**src/rtl/bmf_max_pkg.sv**
```systemverilog
`default_nettype none
// ============================================================================
//  Module      : bmf_max_pkg
//  Description : Shared types, mode constants and helpers for the streaming
//                max tracker with approximate/exact comparators.
//  Revision    : 1.0 - initial release
// ============================================================================
package bmf_max_pkg;

    typedef enum logic [1:0] {
        IDLE  = 2'd0,
        ACCUM = 2'd1,
        EMIT  = 2'd2
    } state_t;

    localparam logic MODE_EXACT  = 1'b0;
    localparam logic MODE_APPROX = 1'b1;

    // Increment v, holding at the all-ones value of a w-bit counter (w <= 32).
    function automatic logic [31:0] sat_inc(input logic [31:0] v, input int unsigned w);
        logic [31:0] w_lim;
        w_lim = (w >= 32) ? 32'hFFFF_FFFF : ((32'd1 << w) - 32'd1);
        return (v >= w_lim) ? w_lim : v + 32'd1;
    endfunction

endpackage
`default_nettype wire

```
**src/rtl/bmf_max_cmp.sv**
```systemverilog
`default_nettype none
// ============================================================================
//  Module      : bmf_max_cmp
//  Description : Strict greater-than compare of a candidate against the
//                incumbent; full-width when exact, top-K MSBs when approximate.
//  Revision    : 1.0 - initial release
// ============================================================================
module bmf_max_cmp #(
    parameter int WIDTH = 8,
    parameter int K     = 4
) (
    input  logic [WIDTH-1:0] cand,
    input  logic [WIDTH-1:0] incumbent,
    input  logic             approx,
    output logic             take
);

    logic w_take_full;
    logic w_take_msb;

    // Strict compares: ties keep the incumbent in both paths.
    assign w_take_full = (cand > incumbent);
    assign w_take_msb  = (cand[WIDTH-1 -: K] > incumbent[WIDTH-1 -: K]);
    assign take        = approx ? w_take_msb : w_take_full;

endmodule
`default_nettype wire

```
**src/rtl/bmf_max_stream.sv**
```systemverilog
`default_nettype none
// ============================================================================
//  Module      : bmf_max_stream
//  Description : Per-packet max tracker; reports the active comparator's max
//                together with mismatch count and error versus an exact shadow.
//  Revision    : 1.0 - initial release
// ============================================================================
module bmf_max_stream
    import bmf_max_pkg::*;
#(
    parameter int WIDTH = 8,
    parameter int K     = 4,
    parameter int LEN_W = 8
) (
    input  logic             clk,
    input  logic             rst,
    input  logic             mode,
    input  logic             in_valid,
    output logic             in_ready,
    input  logic [WIDTH-1:0] in_data,
    input  logic             in_last,
    output logic             out_valid,
    input  logic             out_ready,
    output logic [WIDTH-1:0] out_max,
    output logic [LEN_W-1:0] out_count,
    output logic [LEN_W-1:0] out_mismatch,
    output logic [WIDTH-1:0] out_err
);

    state_t           r_state;
    state_t           w_state_nxt;
    logic             r_mode;
    logic [WIDTH-1:0] r_apx_max;
    logic [WIDTH-1:0] r_exact_max;
    logic [LEN_W-1:0] r_count;
    logic [LEN_W-1:0] r_mismatch;

    logic             w_accept;
    logic             w_apx_take;
    logic             w_exact_take;

    bmf_max_cmp #(.WIDTH(WIDTH), .K(K)) u_cmp_apx (
        .cand      (in_data),
        .incumbent (r_apx_max),
        .approx    (r_mode),
        .take      (w_apx_take)
    );

    bmf_max_cmp #(.WIDTH(WIDTH), .K(K)) u_cmp_exact (
        .cand      (in_data),
        .incumbent (r_exact_max),
        .approx    (MODE_EXACT),
        .take      (w_exact_take)
    );

    assign w_accept = in_valid & in_ready;

    // in_ready depends on state only, so out_ready never reaches it combinationally.
    always_comb begin
        w_state_nxt = r_state;
        in_ready    = 1'b0;
        out_valid   = 1'b0;
        unique case (r_state)
            IDLE: begin
                in_ready = 1'b1;
                if (in_valid)
                    w_state_nxt = in_last ? EMIT : ACCUM;
            end
            ACCUM: begin
                in_ready = 1'b1;
                if (in_valid && in_last)
                    w_state_nxt = EMIT;
            end
            EMIT: begin
                out_valid = 1'b1;
                if (out_ready)
                    w_state_nxt = IDLE;
            end
            default: w_state_nxt = IDLE;
        endcase
    end

    always_ff @(posedge clk or posedge rst) begin
        if (rst) begin
            r_state     <= IDLE;
            r_mode      <= 1'b0;
            r_apx_max   <= '0;
            r_exact_max <= '0;
            r_count     <= '0;
            r_mismatch  <= '0;
        end else begin
            r_state <= w_state_nxt;
            if (w_accept) begin
                if (r_state == IDLE) begin
                    r_mode      <= mode;
                    r_apx_max   <= in_data;
                    r_exact_max <= in_data;
                    r_count     <= LEN_W'(1);
                    r_mismatch  <= '0;
                end else begin
                    if (w_apx_take)
                        r_apx_max <= in_data;
                    if (w_exact_take)
                        r_exact_max <= in_data;
                    r_count <= LEN_W'(sat_inc(32'(r_count), LEN_W));
                    if (w_apx_take != w_exact_take)
                        r_mismatch <= LEN_W'(sat_inc(32'(r_mismatch), LEN_W));
                end
            end
        end
    end

    // The exact max never falls below the approximate one, so this cannot wrap.
    assign out_max      = r_apx_max;
    assign out_err      = r_exact_max - r_apx_max;
    assign out_count    = r_count;
    assign out_mismatch = r_mismatch;

endmodule
`default_nettype wire

```
**config.mk**
```make
export PLATFORM = sky130hd
export DESIGN_NAME = bmf_max_stream
export DESIGN_NICKNAME = d
export VERILOG_FILES = /design/src/rtl/bmf_max_pkg.sv /design/src/rtl/bmf_max_cmp.sv /design/src/rtl/bmf_max_stream.sv
export SDC_FILE = /design/constraint.sdc
export NUM_CORES = 1
export LEC_CHECK = 0
export CORE_ASPECT_RATIO = 1.75
export CORE_UTILIZATION = 50
export CTS_BUF_LIST = sky130_fd_sc_hd__clkbuf_8
export DETAILED_ROUTE_END_ITERATION = 10
export GPL_TIMING_DRIVEN = 0
export PLACE_DENSITY = 0.78
export REMOVE_ABC_BUFFERS = 1
export SETUP_SLACK_MARGIN = 0.2
export SLEW_MARGIN = 20
export SYNTH_ARGS = -nofsm -noshare
export SYNTH_HDL_FRONTEND = slang
export SYNTH_HIERARCHICAL = 1
export SYNTH_SLANG_ARGS = --single-unit
```
**constraint.sdc**
```tcl
create_clock -name clk -period 2.5 [get_ports clk]
set_input_delay 0.25 -clock clk [delete_from_list [all_inputs] [get_ports clk]]
set_output_delay 0.25 -clock clk [all_outputs]
set_load 0.05 [all_outputs]
```
==> metrics <==
Final nets=362; antenna violations before repair=0; Fmax=between 300 and 400 MHz; gr usage total=23.8%; WP data arrival=2270 ps; die width=roughly 54 um; cell leakage power=approximately 0.0015 uW; total congestion overflow=0; mean post-synth cell area=9.13 um2; max_slew headroom=50.4%; top post-synthesis cells by area=dfrtp_1 37%, ha_1 14%, inv_1 5.5%; Filler cells=around 380; clk slew on worst S/H paths=70 ps; number of global-route vias before repair=2036; Setup CP Type=flop to output pin; Clock Tree Root=clkbuf_8; die area=5080 um2; cell taking the most area after synthesis=dfrtp_1; Via-to-Cell Ratio=about 5.7; remaining antenna violation count=0; # diodes=0; H-tree Lvls=2; via count=approximately 2100; port bufs=47; worst-skew pair later-pin latency=280 ps; first-pass GRT wire length=8890 um; Synth Instances=262; failing checks=negative setup slack; setup TNS=-17.5 ps; # placed instances=359; initial DRC count=22; Post-synth EDFFs=0; Post-Syn Area=approximately 2400 um2; Synth top area share=a little over a third; initial core utilization=51.7%; critical path startpoint category=flop; Final Worst Setup Slack=-17.5 ps; Critical Path Fanout Max=3; Synth top cells by count=35 x dfrtp_1, 35 x inv_1, 27 x ha_1, 21 x o21ai_0; Final Slew Violations=0; sequential fraction of the synthesis area=36.6%; pwr dens=~1200 nW/um2; status=finished with violations; Num Clock Sinks=35; Post-Route WL=approximately 5500 um; area grow syn2layout=32.4%; hold crit path type=input port to flop; pin count of the biggest net entering global routing=36; Num CTS Buffers=5; count of TritonRoute iterations in the first routing pass=4; post-DP HPWL=3880 um; die height=~94 um; Max VDD drop=1.09 mV; clk buf depth=2; Post-synth top flop=dfrtp_1; final worst path period need=2520 ps; Post-Layout Cell Count=371; WL/cell=between 10 and 15 um; pre-CTS setup slack=-466 ps; Core Rows=33; final setup fails=1; Seq cells post-synth=35; Worst Path Required=~2300 ps; CTS tree=built; skew final=between 4 and 5 ps; final hold vios=0; layout cells sized above 1=16.9%; hold_ws=347 ps; fin crit share=101%; measured slew at the worst slew-check pin=743 ps; I/O pin count=48; Residual DRC=0; CP endpoint kind=output pin; Async S/R FF share, synth=100%; Max Cap Violations=0; Ys Warns=6; GPL Wtd Cong=0.821; library cells used by synthesis=42; hold_buf cts=0; unrepaired setup endpoints after global routing=yes; Core ar.=about 4600 um2
state kept, by name, indices dropped and copies added, names as in the netlist:
| name | cells |
|---|---|
| r_mode | 1 |
| out_max | 8 |
| out_count | 8 |
| r_exact_max | 8 |
| r_state | 2 |
| out_mismatch | 8 |
final cells by class:
cell class	count	area, um2	share of cell area [%]
Sequential cell	35	876	27.6
Inverter	35	131	4.15
Timing Repair Buffer	53	504	15.9
Multi-Input combinational cell	190	1520	47.9
Tap cell	52	65.1	2.05
Clock buffer	5	68.8	2.17
Clock inverter	1	3.75	0.118
critical path: stages (launching register included):
cell	delay, ps
dfrtp_1	400
inv_1	70
ha_2	180
inv_2	40
fa_2	330
a21o_1	180
a21oi_2	170
o21bai_1	80
a21oi_1	180
xnor2_1	130
buf_4	210
placed cells by master (no fill, tap or decap), types with 10 or more instances in the layout:
master	count
nor2_1	12
inv_1	33
dfrtp_1	35
a21oi_1	15
clkdlybuf4s50_1	37
ha_1	23
mux2_2	11
o21ai_0	21
nand2_1	19
nand3_1	10
final timing paths:
path,cells after the start,startpoint,slack [ps],to
min in group asynchronous,2,rst,420,out_mismatch[4]
hold reg to reg,1,r_state[1],470,r_state[0]
max in group asynchronous,2,rst,1610,out_max[1]
setup / recovery,10,r_exact_max[0],-20,out_err[6]
hold / removal,3,in_data[1],350,out_max[1]
setup reg to reg,11,r_exact_max[0],110,out_mismatch[5]
cells by family after synthesis:
kind of cell | after synthesis | share of synthesized area, %
muxes | 11 | 5.18
other | 1 | 0.157
xor gates and xnor gates | 8 | 2.93
adders and majority gates | 28 | 15.0
buffers and inverters | 39 | 6.59
AOI/OAI and AO/OA | 78 | 20.9
DFF | 35 | 36.6
and+or+nand+nor | 62 | 12.7
where the power goes:
group          total [uW]  internal, uW  switching [uW]  leakage (uW)
clock network         381           182             199     0.0000413
registers             833           694             139      0.000446
logic                2650           992            1650      0.000970
layer usage:
| metal | routed length, um | vias up | global-route usage, % | part of all wire (%) |
|---|---|---|---|---|
| li1 | - | 1042 | - | - |
| met2 | 3100 | 46 | 42.3 | 56 |
| met4 | 136 | 0 | 12.0 | 2.5 |
| met5 | 0 | - | 0 | 0 |
| met3 | 140 | 10 | 2.93 | 2.5 |
| met1 | 2140 | 1024 | 26.0 | 39 |
per-stage QoR:
stage	area [um2]	total power (uW)	utilization [%]
after detailed placement	2910	3260	62.9
after CTS	3030	3670	65.5
after global routing	3170	4100	68.5
after global placement	2910	3220	62.9
final	3170	3860	68.5
after floorplan	2370	2560	-
what timing repair did:
action                                  4_1_cts  5_1_grt
buffers inserted                              1        5
gates resized for setup                      42       19
pin swaps                                     4        7
endpoints found under the setup margin       25       23
cloned                                        0        0
Power figures use the tool's default switching activity.
